<file path="config.mk">
export PLATFORM = sky130hd
export DESIGN_NAME = tomasulo_exe
export DESIGN_NICKNAME = d
export VERILOG_FILES = /design/src/rtl/tomasulo_pkg.sv /design/src/rtl/tomasulo_alu.sv /design/src/rtl/tomasulo_exe.sv
export SDC_FILE = /design/constraint.sdc
export NUM_CORES = 1
export LEC_CHECK = 0
export CAP_MARGIN = 5
export CORE_ASPECT_RATIO = 0.75
export CORE_UTILIZATION = 47
export DETAILED_ROUTE_END_ITERATION = 10
export PLACE_DENSITY = 0.69
export SLEW_MARGIN = 20
export SYNTH_ARGS = -nofsm -noshare
export SYNTH_HDL_FRONTEND = slang
export SYNTH_SLANG_ARGS = --single-unit
</file>
<file path="constraint.sdc">
create_clock -name clk -period 7.2 [get_ports clk]
set_input_delay 1.8 -clock clk [delete_from_list [all_inputs] [get_ports clk]]
set_output_delay 1.8 -clock clk [all_outputs]
set_load 0.005 [all_outputs]
</file>
<file path="src/rtl/tomasulo_pkg.sv">
// Shared types and constants for the Tomasulo back end (RS, scheduler, execution unit).
package tomasulo_pkg;

   localparam int W_WORD        = 32;
   localparam int IMM_W         = 20;
   localparam int TAG_W         = 4;
   localparam int ROBID_W       = 5;
   localparam int WA_W          = 5;
   // Issue-to-CDB latency; the RS and scheduler reserve CDB slots using the same value.
   localparam int EXE_LATENCY_N = 2;

   typedef logic [W_WORD-1:0]  word_t;
   typedef logic [IMM_W-1:0]   imm_t;
   typedef logic [TAG_W-1:0]   tag_t;
   typedef logic [ROBID_W-1:0] robid_t;
   typedef logic [WA_W-1:0]    wa_t;

   typedef enum logic [5:0] {
      ADD  = 6'd0,
      SUB  = 6'd1,
      AND  = 6'd2,
      OR   = 6'd3,
      XOR  = 6'd4,
      SLL  = 6'd5,
      SRL  = 6'd6,
      SRA  = 6'd7,
      ADDI = 6'd8,
      LUI  = 6'd9,
      SLT  = 6'd10,
      MOV  = 6'd11
   } opcode_t;

   typedef struct packed {
      opcode_t         op;
      word_t [1:0]     rdata;
      imm_t            imm;
      tag_t            tag;
      robid_t          robid;
      wa_t             wa;
   } issue_t;

   typedef struct packed {
      logic   vld;
      tag_t   tag;
      word_t  wdata;
      robid_t robid;
      wa_t    wa;
      logic   exc;
   } cdb_t;

   // Sign-extend the immediate to a full word.
   function automatic word_t sext_imm(imm_t imm);
      return {{(W_WORD-IMM_W){imm[IMM_W-1]}}, imm};
   endfunction

endpackage

</file>
<file path="src/rtl/tomasulo_alu.sv">
// Combinational integer ALU; unknown opcodes return zero and flag an exception.
module tomasulo_alu import tomasulo_pkg::*; (
   input  opcode_t op,
   input  word_t   a,
   input  word_t   b,
   input  imm_t    imm,
   output word_t   wdata,
   output logic    exc
);

   logic [4:0] sh;
   assign sh = b[4:0];

   // Opcode decode and evaluation.
   always_comb begin
      wdata = '0;
      exc   = 1'b0;
      case (op)
         ADD:     wdata = a + b;
         SUB:     wdata = a - b;
         AND:     wdata = a & b;
         OR:      wdata = a | b;
         XOR:     wdata = a ^ b;
         SLL:     wdata = a << sh;
         SRL:     wdata = a >> sh;
         SRA:     wdata = word_t'($signed(a) >>> sh);
         ADDI:    wdata = a + sext_imm(imm);
         LUI:     wdata = word_t'(imm) << (W_WORD - IMM_W);
         SLT:     wdata = word_t'($signed(a) < $signed(b));
         MOV:     wdata = a;
         default: exc   = 1'b1;
      endcase
   end

endmodule

</file>
<file path="src/rtl/tomasulo_exe.sv">
// Fixed-latency execution unit: ALU at stage 0, then a LATENCY_N-deep register pipe
// whose last stage is the CDB write. No back-pressure; flush kills everything in flight.
module tomasulo_exe import tomasulo_pkg::*; #(
   parameter int LATENCY_N = EXE_LATENCY_N,
   parameter int W         = $bits(word_t)
) (
   input  logic   clk,
   input  logic   rst,
   input  logic   iss_vld_r,
   input  issue_t iss_r,
   input  logic   flush,
   output cdb_t   cdb_r,
   output logic   busy
);

   if (LATENCY_N < 1 || LATENCY_N > 8) begin : g_bad_latency
      $error("tomasulo_exe: LATENCY_N=%0d outside 1..8", LATENCY_N);
   end
   if (W != $bits(word_t)) begin : g_bad_width
      $error("tomasulo_exe: W=%0d does not match word_t", W);
   end

   word_t alu_wdata;
   logic  alu_exc;
   cdb_t  alu_c;
   cdb_t  stg_out [LATENCY_N];

   tomasulo_alu u_alu (
      .op    (iss_r.op),
      .a     (iss_r.rdata[0]),
      .b     (iss_r.rdata[1]),
      .imm   (iss_r.imm),
      .wdata (alu_wdata),
      .exc   (alu_exc)
   );

   // Stage 0: package the ALU result with the pass-through identifiers.
   always_comb begin
      alu_c       = '0;
      alu_c.vld   = iss_vld_r;
      alu_c.tag   = iss_r.tag;
      alu_c.wdata = alu_wdata;
      alu_c.robid = iss_r.robid;
      alu_c.wa    = iss_r.wa;
      alu_c.exc   = alu_exc;
   end

   for (genvar i = 0; i < LATENCY_N; i++) begin : g_stg
      cdb_t stg_in, stg_d, stg_q;

      if (i == 0) begin : g_src
         assign stg_in = alu_c;
      end else begin : g_src
         assign stg_in = stg_out[i-1];
      end

      // Payload only moves with a valid entry; flush drops the incoming valid.
      always_comb begin
         stg_d = stg_q;
         if (stg_in.vld) stg_d = stg_in;
         stg_d.vld = stg_in.vld & ~flush;
      end

      // Stage register; reset clears only the valid bit.
      always_ff @(posedge clk) begin
         stg_q <= stg_d;
         if (rst) stg_q.vld <= 1'b0;
      end

      assign stg_out[i] = stg_q;
   end

   assign cdb_r = stg_out[LATENCY_N-1];

   // Any live entry anywhere in the pipe, CDB stage included.
   always_comb begin
      busy = 1'b0;
      for (int k = 0; k < LATENCY_N; k++) busy = busy | stg_out[k].vld;
   end

   a_no_cdb_after_flush: assert property (@(posedge clk) $past(flush) |-> !cdb_r.vld)
      else $error("tomasulo_exe: CDB write in the cycle after flush");

endmodule

</file>
== Word level (Yosys, flattened, before mapping) ==
Index checks and enable logic that the tools add are counted.
Cells by class
  add/subtract/negate cells: 3
  order comparisons: 1
  equal/unequal tests: 11
  shifts and indexed selects: 3
  muxes and demuxes: 2
  bitwise logic cells: 7
  reductions and logical operators: 2
Operator list (count)
  32-bit case mux with 12 select lines: 1
  32-bit adder: 2
  32-bit AND: 1
  32-bit < comparator: 1
  32-bit bitwise OR: 1
  32-bit by 5-bit << shifter with 32-bit output: 1
  32-bit by 5-bit >> shifter with 32-bit output: 1
  32-bit by 5-bit >>> shifter with 32-bit output: 1
  32-bit subtractor: 1
  32-bit XOR: 1
  6-bit by 3-bit == test with 1-bit output (second input constant): 4
  6-bit by 4-bit == test with 1-bit output (second input constant): 4
  6-bit by 2-bit == test with 1-bit output (second input constant): 2
  12-bit OR reduction: 1
  6-bit by 1-bit == test with 1-bit output (second input constant): 1
  6-bit zero test: 1
  1-bit AND: 2
  1-bit 2-to-1 mux: 1
  1-bit inverter: 1
  1-bit bitwise OR: 1
Storage, ports and cells
  flip-flop bits (word level): 96
  input bits: 108

== Depth between registers and ports, before layout ==
Gate-level depths: netlist (run 1).
  depth after elaboration: 3
  mapped depth: 18
  mapped depth without buffers: 15

== Modules after synthesis ==
From an unflattened synthesis (run 1), not the netlist that was laid out.
Unflattened totals
  cell total of the unflattened synthesis: 1418
  area, all modules: 12428.2 um2
By module, submodules not included
  tomasulo_alu: instances 1, cells each 1319, area each 9544.2 um2
  tomasulo_exe: instances 1, cells each 99, area each 2884.0 um2

== Least setup slack after synthesis (run 1) ==
OpenSTA, ideal clock, no wires.
  path type: in2reg
  start: input port iss_r[100] (netlist bit)
  end: register g_stg[0].stg_q[41] (netlist bit) (data pin)
  library setup time: 0.275 ns
  arrival: 5.498 ns
  data required time: 6.925 ns
  slack: 1.427 ns
  stages on the path: 17
  buffers on the path: 2
  cells stage by stage: clkbuf_1 > nor2b_1 > nand2_1 > buf_1 > mux2_2 > ha_1 > fa_1 > a21oi_1 > o21ai_0 > a31o_2 > a311o_1 > a31oi_1 > o21ai_0 > nor3b_1 > a31oi_1 > xor2_1 > o221ai_1
On the way
  word-level cells in the longest chain between the ends: 2
Ends and longest elaborated chain
  start: declaration: line tomasulo_exe.sv:10  | input issue_t iss_r,
  6-bit by 4-bit == test with 1-bit output (tied with other cells): line tomasulo_alu.sv:18  | case (op)
  32-bit case mux with 12 select lines (*): line tomasulo_alu.sv:18
  via alu_wdata[30]: line tomasulo_exe.sv:23  | word_t alu_wdata;
  end signal: assignment: line tomasulo_exe.sv:66  | stg_q <= stg_d;
  end: declaration: line tomasulo_exe.sv:49  | cdb_t stg_in, stg_d, stg_q;
Mark *: on every way through the listed nets, which the timed path passes. The rest lies on a longest branch.
A chain may end at the register's enable or synchronous reset.

== Worst setup path after layout (run 1) ==
  start: input port iss_r[101] (netlist bit)
  end: register g_stg[0].stg_q[41] (netlist bit) (data pin)
Same word-level chain as after synthesis.

==> results of run 1 <==
## power breakdown
part           switching [W]  internal (W)  leakage, nW
Combinational       0.000496      0.000321         4.76
Clock               0.000232      0.000245        0.140
Sequential        0.00000900      0.000659        0.903
## worst min-delay path by stage
stage          cells after the start         to                from
2_1_floorplan                      0   cdb_r[0]   g_stg[0].stg_q[0]
3_3_place_gp                       0  cdb_r[43]  g_stg[0].stg_q[43]
5_1_grt                            0  cdb_r[34]  g_stg[0].stg_q[34]
4_1_cts                            0  cdb_r[34]  g_stg[0].stg_q[34]
6_report                           0  cdb_r[34]  g_stg[0].stg_q[34]
3_5_place_dp                       0  cdb_r[22]  g_stg[0].stg_q[22]
## flip-flops by register name (all words and copies together) (netlist names)
signal and count:
g_stg.stg_q 48, cdb_r 48
## worst max-delay path, delay by kind of cell
family | cells | cell delay [ns]
AO/OA/AOI/OAI | 8 | 2.04
adder cells (fa/ha/maj) | 2 | 0.68
AND/OR/NAND/NOR | 3 | 0.76
XOR/XNOR | 1 | 0.17
multiplexers | 1 | 0.33
buffers and inverters | 1 | 0.73
## synthesized netlist by cell type, types with 4 or more instances
| library cell | count |
|---|---|
| o21ai_0 | 148 |
| ha_1 | 132 |
| a21oi_1 | 131 |
| nor2_1 | 131 |
| nand2_1 | 118 |
| inv_1 | 98 |
| edfxtp_1 | 94 |
| mux2i_1 | 67 |
| clkbuf_1 | 63 |
| xnor2_1 | 33 |
| a21o_1 | 30 |
| mux2_2 | 30 |
| o211ai_1 | 28 |
| nor3_1 | 26 |
| nand3_1 | 25 |
| a211oi_1 | 24 |
| nand2b_1 | 22 |
| mux4_2 | 18 |
| a221oi_1 | 17 |
| a31oi_1 | 17 |
| buf_2 | 16 |
| buf_1 | 15 |
| nor4_1 | 14 |
| o21bai_1 | 14 |
| o221ai_1 | 13 |
| a222oi_1 | 10 |
| nor2b_1 | 10 |
| xor2_1 | 10 |
| a21boi_0 | 8 |
| a22oi_1 | 8 |
| o21ai_1 | 8 |
| nand4_1 | 7 |
| o311ai_0 | 7 |
| a221o_1 | 6 |
| and2_1 | 6 |
| nor3b_1 | 6 |
| or3_1 | 6 |
| o31ai_1 | 5 |
| a2111oi_0 | 4 |
| o22ai_1 | 4 |
| or2_2 | 4 |
| or2b_1 | 4 |
| or4_1 | 4 |
## cell type report
class / instances / area (um2) / area share [%]
antenna: 2 / 5.00 / 0.0347
tap: 338 / 423 / 2.93
clock buffer: 9 / 225 / 1.56
timing repair buffer: 187 / 1770 / 12.3
inverter: 100 / 375 / 2.60
multi-input combinational: 1207 / 8700 / 60.3
sequential: 96 / 2860 / 19.8
clock inverter: 7 / 73.8 / 0.511
## logic make-up (layout without fill, tap and decap cells)
kind of cell | after synthesis | in the layout | synth area share, %
compound gates | 517 | 517 | 27.1
simple gates | 398 | 398 | 15.0
buf+inv | 197 | 303 | 6.32
fa+ha+maj | 134 | 134 | 13.7
mux | 115 | 115 | 11.5
flops | 96 | 96 | 23.3
xor+xnor | 43 | 43 | 3.06
other cells | 0 | 2 | 0
## layer usage
layer,vias to the layer above,wire length [um]
li1,5781,-
met4,0,1660
met5,-,0
met2,904,20000
met3,96,6290
met1,6045,20800
## through the flow
stage / util [%] / instances / total power (W) / cell area (um2)
after floorplan: - / 1500 / 0.00117 / 12300
after global placement: 55.8 / 1928 / 0.00146 / 14100
after detailed placement: 55.8 / 1928 / 0.00147 / 14100
after CTS: 57.0 / 1944 / 0.00194 / 14400
after global routing: 57.0 / 1944 / 0.00205 / 14400
final: 57.0 / 1946 / 0.00196 / 14400
==> reports/qor.csv, run 1 <==
metric,value,unit
critical_path_arrival,6.52,ns
grt_pass1_vias,11500,
slowest_stage,clkdlybuf4s50_1,
fin_tns_setup,0,ns
setup_ws,0.774,ns
boundaryPins,157,
synth.largest_area_cell,edfxtp_1,
cap_viol_max_count,0,
reg2reg_depth,1,
finClkSkew,0.00995,ns
cp_cell_sequence,clkdlybuf4s50_1 -> nor2b_1 -> nand2_1 -> mux2_2 -> ha_1 -> fa_1 -> a21oi_1 -> o21ai_0 -> a31o_2 -> a311o_1 -> a31oi_1 -> o21ai_0 -> nor3b_1 -> a31oi_1 -> xor2_1 -> o221ai_1,
dr.first_iter.drc_count,1719,
p_per_area,136,nW/um2
synth_flop_cell,edfxtp_1,
synth_cells,1500,
area_growth,17.3,%
maxSlewViolCount,0,
ys_seq_elements,96,
first_pass_iters,6,
timing.rr.start,g_stg[0].stg_q[47],
hp-class,reg -> reg,
post-route-drc-count,0,
port_buffers,156,
rsz0062_at_grt,false,
cts_tree,built,
gr-total-overflow,0,
final_nets,1843,
start_util,48.6,%
worst_setup_path_end_kind,flop,
critPathLaunchType,primary input,
wl_per_cell,25.1,um
post-cts-setup-buffer-count,0,
final_common_cell,clkdlybuf4s50_1,
final_cell_mix,"clkdlybuf4s50_1, o21ai_0, ha_1",
period_share,89.3,%
critPathMaxStageDelay,0.73,ns
required,7.29,ns
gr-usage-met1,51.1,%
h-tree-depth,3,
peakVddDrop,0.125,mV
cts_buffers,9,
synth_area_leaders,"edfxtp_1, ha_1, o21ai_0",
synth_enable_flop_cells,94,
layout_min_cycle_time,6.43,ns
antenna_found_initial,2,
die_x,189,um
critPathCapture,g_stg[0].stg_q[41],
yosysSeqAreaShare,23.3,%
crit_path_max_fanout,10,
nFillCells,2379,
grt_pass1_wl,71800,um
hold_buffers,0,
hold_viol,0,
cts_resized,0,
worst_slew_pin_slew,1.16,ns
reg2reg_slack,5.97,ns
syn_area_per_cell,8.21,um2
dpl.hpwl,38000,um
met2_usage,51.7,%
use_met3,9.71,%
antenna_left,0,
leakage,5.80,nW
clk_pin_slew,0.08,ns
critPathKind,in -> reg,
gp_congestion,1.02,
clock_path_buffers,2,
groute.usage.overall,35.9,%
crit_start,iss_r[101],
synth_top_area_share,22.9,%
mappedNetlistArea,12300,um2
syn-num-nets,1742,
fmax,156,MHz
ctsRootBufferMaster,clkbuf_16,
wl,48800,um
grt_max_degree,94,
synth.distinct_cells,80,
pre_cts_slack,0.597,ns
final_layout_size_suffix_gt1_share,7.91,%
fin_hold_ws,0.408,ns
cts.sinks,96,
yosys_warnings,0,
relSlewSlack,21.4,%
rows,50,
async_flop_share,0,%
design.die.area,26900,um2
core,25300,um2
setup_violations,0,
vias,12800,
clock_latency,0.36,ns
status,"finished, final reports clean",
top_usage_layer,met2,
die_h,142,um
viasPerCell,6.59,
r2r_end,cdb_r[23],
Note: power is estimated with default switching activity, not from simulation.
==> run 2: changes to the inputs <==
- SETUP_SLACK_MARGIN: not set -> 0.4
==> results of run 2 <==
The final DEF is identical to that of run 1; final timing and power are the same.
